<file path="src/rtl/pipeline_pkg.sv">
// Shared definitions for the WB commit-trace path: field widths, packed-entry
// layout helpers and the capture freeze state.
package pipeline_pkg;

    localparam int REG_ADDR_W = 5;

    // Entry layout, LSB first: RegWrite | rd_addr | write_data | instruction | pc
    localparam int RW_OFS = 0;
    localparam int RD_OFS = RW_OFS + 1;
    localparam int WD_OFS = RD_OFS + REG_ADDR_W;

    function automatic int trace_w(input int xlen);
        return 3 * xlen + REG_ADDR_W + 1;
    endfunction

    function automatic int instr_ofs(input int xlen);
        return WD_OFS + xlen;
    endfunction

    function automatic int pc_ofs(input int xlen);
        return WD_OFS + 2 * xlen;
    endfunction

    typedef enum logic {
        CAPTURE_LIVE   = 1'b0,
        CAPTURE_FROZEN = 1'b1
    } capture_state_e;

endpackage

</file>
<file path="src/rtl/sync_fifo.sv">
// Show-ahead synchronous FIFO: rd_data always presents the head entry.
// Push is refused when full unless a pop happens in the same cycle.
module sync_fifo #(
    parameter int WIDTH = 8,
    parameter int DEPTH = 8
) (
    input  logic                     clk,
    input  logic                     reset,
    input  logic                     clear,
    input  logic                     push,
    input  logic                     pop,
    input  logic [WIDTH-1:0]         wr_data,
    output logic [WIDTH-1:0]         rd_data,
    output logic [$clog2(DEPTH):0]   count,
    output logic                     full,
    output logic                     empty
);

    localparam int AW = $clog2(DEPTH);
    localparam int CW = AW + 1;

    logic [WIDTH-1:0] mem [DEPTH];
    logic [AW-1:0]    wr_ptr_reg;
    logic [AW-1:0]    rd_ptr_reg;
    logic [CW-1:0]    count_reg;
    logic             do_push;
    logic             do_pop;

    assign empty   = (count_reg == '0);
    assign full    = (count_reg == CW'(DEPTH));
    assign do_pop  = pop & ~empty;
    assign do_push = push & (~full | do_pop);

    always_ff @(posedge clk or posedge reset) begin
        if (reset) begin
            wr_ptr_reg <= '0;
            rd_ptr_reg <= '0;
            count_reg  <= '0;
        end else if (clear) begin
            wr_ptr_reg <= '0;
            rd_ptr_reg <= '0;
            count_reg  <= '0;
        end else begin
            if (do_push)
                wr_ptr_reg <= wr_ptr_reg + 1'b1;
            if (do_pop)
                rd_ptr_reg <= rd_ptr_reg + 1'b1;
            count_reg <= count_reg + CW'(do_push) - CW'(do_pop);
        end
    end

    // Storage is deliberately left out of reset so it can map onto RAM.
    always_ff @(posedge clk) begin
        if (do_push && !clear)
            mem[wr_ptr_reg] <= wr_data;
    end

    assign rd_data = mem[rd_ptr_reg];
    assign count   = count_reg;

endmodule

</file>
<file path="src/rtl/wb_trace_buffer.sv">
// Commit-trace buffer for the WB stage: filters retired instructions into a
// FIFO drained over valid/ready, with drop/retire accounting and freeze-on-full.
module wb_trace_buffer
    import pipeline_pkg::*;
#(
    parameter int XLEN         = 32,
    parameter int DEPTH        = 8,
    parameter int CNT_W        = 32,
    parameter int STOP_ON_FULL = 0
) (
    input  logic                    clk,
    input  logic                    reset,
    input  logic                    clear,
    input  logic                    en,
    input  logic                    filter_rw_only,
    input  logic                    wb_valid,
    input  logic [XLEN-1:0]         wb_pc,
    input  logic [XLEN-1:0]         wb_instruction,
    input  logic [XLEN-1:0]         wb_write_data,
    input  logic [REG_ADDR_W-1:0]   wb_rd_addr,
    input  logic                    wb_RegWrite,
    output logic                    tr_valid,
    input  logic                    tr_ready,
    output logic [XLEN-1:0]         tr_pc,
    output logic [XLEN-1:0]         tr_instruction,
    output logic [XLEN-1:0]         tr_write_data,
    output logic [REG_ADDR_W-1:0]   tr_rd_addr,
    output logic                    tr_RegWrite,
    output logic [$clog2(DEPTH):0]  count,
    output logic                    full,
    output logic                    empty,
    output logic                    overflow,
    output logic [CNT_W-1:0]        drop_count,
    output logic [CNT_W-1:0]        retired_count
);

    localparam int TW    = trace_w(XLEN);
    localparam int INS_O = instr_ofs(XLEN);
    localparam int PC_O  = pc_ofs(XLEN);

    capture_state_e   state_reg, state_next;
    logic             frozen;
    logic             writes_reg;
    logic             cap, push, pop, drop;
    logic [TW-1:0]    wr_entry;
    logic [TW-1:0]    head;
    logic             overflow_reg;
    logic [CNT_W-1:0] drop_count_reg;
    logic [CNT_W-1:0] retired_count_reg;

    assign frozen     = (state_reg == CAPTURE_FROZEN);
    assign writes_reg = wb_RegWrite & (wb_rd_addr != '0);
    assign cap        = en & wb_valid & ~frozen & (~filter_rw_only | writes_reg);
    assign pop        = tr_valid & tr_ready;
    assign push       = cap & (~full | pop);
    assign drop       = cap & full & ~pop;

    assign wr_entry = {wb_pc, wb_instruction, wb_write_data, wb_rd_addr, wb_RegWrite};

    sync_fifo #(
        .WIDTH (TW),
        .DEPTH (DEPTH)
    ) u_fifo (
        .clk     (clk),
        .reset   (reset),
        .clear   (clear),
        .push    (push),
        .pop     (pop),
        .wr_data (wr_entry),
        .rd_data (head),
        .count   (count),
        .full    (full),
        .empty   (empty)
    );

    always_ff @(posedge clk or posedge reset) begin
        if (reset)
            state_reg <= CAPTURE_LIVE;
        else
            state_reg <= state_next;
    end

    // Once frozen, only clear (or reset) re-arms capture.
    always_comb begin
        state_next = state_reg;
        if (clear)
            state_next = CAPTURE_LIVE;
        else if (STOP_ON_FULL != 0 && drop)
            state_next = CAPTURE_FROZEN;
    end

    always_ff @(posedge clk or posedge reset) begin
        if (reset) begin
            overflow_reg      <= 1'b0;
            drop_count_reg    <= '0;
            retired_count_reg <= '0;
        end else if (clear) begin
            overflow_reg      <= 1'b0;
            drop_count_reg    <= '0;
            retired_count_reg <= '0;
        end else begin
            if (drop) begin
                overflow_reg <= 1'b1;
                if (drop_count_reg != '1)
                    drop_count_reg <= drop_count_reg + 1'b1;
            end
            if (wb_valid)
                retired_count_reg <= retired_count_reg + 1'b1;
        end
    end

    // Data outputs read as zero while nothing is queued, hiding stale RAM.
    assign tr_valid       = ~empty;
    assign tr_pc          = empty ? '0 : head[PC_O +: XLEN];
    assign tr_instruction = empty ? '0 : head[INS_O +: XLEN];
    assign tr_write_data  = empty ? '0 : head[WD_OFS +: XLEN];
    assign tr_rd_addr     = empty ? '0 : head[RD_OFS +: REG_ADDR_W];
    assign tr_RegWrite    = empty ? 1'b0 : head[RW_OFS];

    assign overflow      = overflow_reg;
    assign drop_count    = drop_count_reg;
    assign retired_count = retired_count_reg;

endmodule

</file>
<file path="config.mk">
export PLATFORM = sky130hd
export DESIGN_NAME = wb_trace_buffer
export DESIGN_NICKNAME = d
export VERILOG_FILES = /design/src/rtl/pipeline_pkg.sv /design/src/rtl/sync_fifo.sv /design/src/rtl/wb_trace_buffer.sv
export SDC_FILE = /design/constraint.sdc
export NUM_CORES = 1
export LEC_CHECK = 0
export CAP_MARGIN = 30
export CORE_MARGIN = 2
export CORE_UTILIZATION = 47
export CTS_CLUSTER_DIAMETER = 80
export CTS_CLUSTER_SIZE = 20
export DETAILED_ROUTE_END_ITERATION = 6
export DONT_BUFFER_PORTS = 1
export PLACE_DENSITY_LB_ADDON = 0.15
export REMOVE_ABC_BUFFERS = 1
export SLEW_MARGIN = 40
export SYNTH_ARGS = -nofsm -noshare
export SYNTH_HDL_FRONTEND = slang
export SYNTH_HIERARCHICAL = 1
export SYNTH_SLANG_ARGS = --single-unit
export TNS_END_PERCENT = 100
</file>
<file path="constraint.sdc">
create_clock -name clk -period 15.05 [get_ports clk]
set_clock_uncertainty 0.15 [all_clocks]
set_input_delay 0.7525 -clock clk [delete_from_list [all_inputs] [get_ports clk]]
set_output_delay 0.7525 -clock clk [all_outputs]
set_load 0.02 [all_outputs]
</file>
* Yosys cells after proc, flatten, opt, wreduce, memory -nomap -nowiden
Memories as Yosys holds them, arrays and structs flattened.
Index checks and enable logic that the tools add are counted.
** Storage, ports and cells
- Register bits after elaboration :: 75
- Bits in writable memories :: 816
- Bits of input ports :: 109
- Output and inout bits :: 174
- Word-level logic and storage cells :: 60
- Memories :: 1
** Memory list
- u_fifo.mem :: words 8, width 102, rd ports 1, clocked after memory_dff 0, wr ports 1, line sync_fifo.sv:22 : logic [WIDTH-1:0] mem [DEPTH];
** Operators by class
- $add $sub $neg :: 6
- Equal/unequal tests :: 2
- Mux-type cells :: 19
- Bitwise operators :: 16
- Reduce and logical (&&, ||, !) cells :: 10
** Operators by type and width (number)
- $mux W32 :: 8
- $add A32 B1 Y32 const B :: 2
- $ne A32 B32 Y1 const B :: 1
- $mux W3 :: 4
- $reduce_bool A2 Y1 :: 5
- $and A1 B1 Y1 :: 9
- $add A3 B1 Y3 const B :: 2
- $mux W1 :: 5
- $mux W5 :: 1
- $reduce_bool A5 Y1 :: 1
- $add A4 B1 Y4 :: 1
- $eq A4 B4 Y1 const B :: 1
- $logic_not A4 Y1 :: 1
- $mux W4 :: 1
- $not A1 Y1 :: 4
- $sub A4 B1 Y4 :: 1
- $or A1 B1 Y1 :: 3
- $reduce_and A2 Y1 :: 1
- $logic_and A1 B1 Y1 :: 1
- $logic_not A1 Y1 :: 1

* Depth between registers and ports, before layout
- Word-level depth :: 9
- Depth in mapped cells :: 15
- Gate-level depth less buffers :: 12

* Modules after synthesis
The synthesis kept the hierarchy.
** Modules (own cells, without submodules)
- sync_fifo :: times used 1, cells an instance 1267, area each 31684.1 um2, sequential area each 24753.7 um2
- wb_trace_buffer :: times used 1, cells an instance 489, area each 4204.0 um2, sequential area each 1626.6 um2

* Worst setup path before layout
OpenSTA, ideal clock, no wires.
- Path type :: reg2reg
- From :: reg u_fifo.count_reg[2], in the netlist u_fifo/count[2]
- To :: mem u_fifo/mem[0][0] in the netlist's numbering, enable pin
- Library setup time :: 813 ps
- Arrival time :: 12003 ps
- Data required time :: 14087 ps
- Slack :: 2084 ps
- Stages on the path, launching flop included :: 13
- Buffers on the path :: 3
- Period minus slack after synthesis :: 12966 ps
- Path through :: dfrtp_1 -> inv_1 -> ha_1 -> or3b_1 -> clkbuf_1 -> inv_1 -> nor2b_1 -> buf_1 -> nor2b_1 -> clkbuf_1 -> nor2b_1 -> nand2b_1 -> nor4_1
** Between the ends
- Elaborated cells on any way between the ends :: 13
- Classes of those cells :: 1 x eq/ne; 2 x mux; 8 x bitwise; 2 x reduce/logical
** RTL lines
- start: declaration :: line sync_fifo.sv:25 : logic [CW-1:0] count_reg;
- start signal: assignment :: line sync_fifo.sv:48 : count_reg <= count_reg + CW'(do_push) - CW'(do_pop);
- $eq A4 B4 Y1 :: line sync_fifo.sv:30 : assign full = (count_reg == CW'(DEPTH));
- net full :: line wb_trace_buffer.sv:30 : output logic full,
- $not A1 Y1 :: line wb_trace_buffer.sv:55 : assign push = cap & (~full | pop);
- $or A1 B1 Y1 :: line wb_trace_buffer.sv:55
- $and A1 B1 Y1 :: line wb_trace_buffer.sv:55
- net push :: line wb_trace_buffer.sv:44 : logic cap, push, pop, drop;
- $and A1 B1 Y1 :: line sync_fifo.sv:32 : assign do_push = push & (~full | do_pop);
- $logic_and A1 B1 Y1 :: line sync_fifo.sv:54 : if (do_push && !clear)
- $mux W1 :: line sync_fifo.sv:54
- $mux W1 (not written as such) :: line sync_fifo.sv:55 : mem[wr_ptr_reg] <= wr_data;
- end: declaration :: line sync_fifo.sv:22
The timed path passes the listed nets, and every way through them passes these cells.

* Final worst setup path
- From :: reg u_fifo.rd_ptr_reg[1]
- To :: out tr_instruction[26]
** Between the ends
- Longest elaborated chain between the ends :: 2
** Ends and longest elaborated chain
- start: declaration :: line sync_fifo.sv:24 : logic [AW-1:0] rd_ptr_reg;
- start signal: assignment :: line sync_fifo.sv:47 : rd_ptr_reg <= rd_ptr_reg + 1'b1;
- $mem_v2 Z8 W102
- net head[64] :: line wb_trace_buffer.sv:46 : logic [TW-1:0] head;
- $mux W32 :: line wb_trace_buffer.sv:115 : assign tr_instruction = empty ? '0 : head[INS_O +: XLEN];
- end: declaration :: line wb_trace_buffer.sv:25 : output logic [XLEN-1:0] tr_instruction,
The timed path passes the listed nets, and every way through them passes these cells.

==> flow_summary.json <==
{
  "ios": 283,
  "numPortBuffers": 0,
  "first_iter_violations": 1277,
  "synth_fa_ha_area_share_pct": 0.3696,
  "ir_drop_mv": 0.1055,
  "worst_pin_slew_ns": 0.8484,
  "cts_tree": "done",
  "die_y_um": 280.3,
  "setup_tns_ns": 0,
  "ff2ff_path_depth": 13,
  "place_hpwl_mm": 42.06,
  "crit_end": "tr_instruction[26]",
  "path_class": "flip-flop to output port",
  "grt_pass1_vias": 17361,
  "netlist.area_leader.share_pct": 68.28,
  "ant_nets": 0,
  "largest_register_ffs": 816,
  "synth-seq-cells": 891,
  "grt_setup_unrepaired": "no",
  "startpoint": "u_fifo/rd_ptr_reg[1]",
  "fin_crit_sh_pct": 34.47,
  "wl_mm": 76.61,
  "rr_startpoint": "u_fifo/count[2]",
  "wl_per_cell_um": 27.79,
  "ff2ff_setup_slack_ns": 9.97,
  "syn_avg_cell_area_um2": 20.44,
  "antenna_found_initial": 1,
  "via_count": 16294,
  "htree_levels": 2,
  "area_delta_synth_final_pct": 7.363,
  "required_ns": 14.15,
  "cts_max_path_buffers": 3,
  "syn_area_um2": 35890,
  "p_leak_nw": 11.80,
  "clk_pin_slew_ns": 0.08,
  "synth_edf_count": 816,
  "core_area_um2": 75820,
  "synth_area_leaders": "edfxtp_1 (68%), mux4_2 (13%), dfrtp_1 (5.2%)",
  "synth_xor_area_share_pct": 0.6833,
  "fp-row-count": 101,
  "synthMuxAreaShare_pct": 16.78,
  "final_net_count": 1872,
  "utilization_pct": 50.82,
  "gp_congestion": 0.7970,
  "cts_resized": 0,
  "grt_max_degree": 103,
  "drive_gt1_share_pct": 23.96,
  "r2r-end": "u_fifo/mem[7][7]",
  "cts_root_buffer": "clkbuf_16",
  "ys_types": 62,
  "synth-compound-area-share_pct": 1.384,
  "cts_buffers": 52,
  "synthCells": 1756,
  "postCtsSetupBuffers": 0,
  "synth_top_family_by_area": "multiplexers",
  "power.density_nw_per_um2": 133.9,
  "hold_buffers": 5,
  "grt-ovfl-total": 0,
  "cts_sinks": 891,
  "fillers": 6004,
  "start_kind": "flip-flop",
  "hold_violations": 0,
  "grt_pass1_wl_mm": 114.0,
  "synth-simple-area-share_pct": 5.359,
  "fin_hold_ws_ns": 0.009338,
  "status": "complete, no violations",
  "async_reset_ff_share_pct": 8.418,
  "cp.arrival_ns": 4.29,
  "clock_latency_ns": 0.63,
  "cp_max_fo": 49,
  "final_cells": 2757,
  "slew_headroom_pct": 43.44,
  "endpoint_kind": "output port",
  "vias_per_cell": 5.910,
  "synthFlopType": "edfxtp_1",
  "synth.top_cells.by_count": "edfxtp_1 (816), mux4_2 (204), nor2b_1 (116), dfrtp_1 (75), mux2_4 (54)",
  "yosys.area.top_type": "edfxtp_1",
  "drtPass1Iterations": 5,
  "initial_core_util_pct": 47.33,
  "post-route-drc-count": 0,
  "setup_viol": 0,
  "die_w_um": 280.3,
  "drv_slew": 0,
  "grt.total_usage_pct": 19.59,
  "yosys_warnings": 6,
  "ys_seq_area_share_pct": 73.51,
  "max_clock_freq_mhz": 192.8,
  "place_inst": 2671,
  "die_area_um2": 78580,
  "yosysMostFrequentCell": "edfxtp_1",
  "maxCapViolations": 0,
  "layout_min_cycle_time_ns": 5.188,
  "hold_class": "input port to async pin"
}
worst min path at each step:
stage / startpoint / end / slack [ns] / cells past startpoint
floorplan: u_fifo/wr_ptr_reg[1] / u_fifo/wr_ptr_reg[1] / 0.41 / 2
global placement: u_fifo/wr_ptr_reg[1] / u_fifo/wr_ptr_reg[1] / 0.49 / 2
detailed placement: u_fifo/wr_ptr_reg[1] / u_fifo/wr_ptr_reg[1] / 0.46 / 2
CTS: reset / drop_count[16] / 0.0008 / 2
global route: clear / retired_count[5] / 0.0009 / 1
finish: reset / drop_count[19] / 0.009 / 2
critical path: stages (launching register included):
cell,delay (ns)
dfrtp_4,0.62
buf_6,0.55
buf_6,0.63
buf_6,0.63
mux4_2,0.60
mux2_2,0.30
nor2b_1,0.20
metrics by stage:
stage	power, W	setup slack [ns]	cell area [um^2]
6_report	0.005158	9.862	38530
5_1_grt	0.005358	9.467	38530
4_1_cts	0.005231	9.273	38500
3_5_place_dp	0.003758	9.729	36910
3_3_place_gp	0.003752	9.209	36780
2_1_floorplan	0.003620	1.200	35260
cell type report:
cell class                      count  area, um^2  share of cell area (%)
Sequential cell                   891       26390                   68.49
Multi-Input combinational cell    756        8866                   23.01
Clock buffer                       68        1361                   3.533
Tap cell                          978        1224                   3.176
Timing Repair Buffer               35       442.9                   1.150
Clock inverter                     11       178.9                  0.4644
Inverter                           17       63.81                  0.1656
Antenna cell                        1       2.502                0.006495
per-layer routing:
metal	up-vias	global-route usage [%]	wire length, um
met5	-	0	0
met4	0	3.812	1146
met3	74	4.597	4779
met2	353	33.78	39090
met1	8780	25.59	31600
li1	7087	-	-
cell families after synthesis:
logic type / Yosys count
DFF: 891
adders and majority gates: 10
buffers and inverters: 109
muxes: 313
AOI/OAI and AO/OA: 78
xor gates and xnor gates: 28
and+or+nand+nor: 327
power by group:
part           leakage (nW)  internal, W  switching, W
sequential             8.38      0.00274     0.0000306
clock                 0.744     0.000695      0.000782
combinational          2.68     0.000328      0.000587
total                  11.8      0.00376       0.00140
placed cells by master, fill, tap and decap left out, drive strengths merged, types with 2 or more instances in the layout:
master and n:
or4 20, clkinv 4, o31ai 19, nand3 24, mux4 204, clkbuf 68, and4 5, xnor2 4
nor3b 3, dlygate4sd3 5, dfrtp 75, and3 6, inv 21, buf 30, nor4 10, nor2 43
o31a 3, mux2 106, and2 3, nor3 14, bufinv 3, or3 9, nand2 31, nand2b 6
o21ai 13, a31o 2, edfxtp 816, a21oi 32, nor4b 2, mux2i 3, or2 4, xor2 24
nor2b 116, o21a 3, ha 9, nand4 27
(Power assumes the default switching activity.)
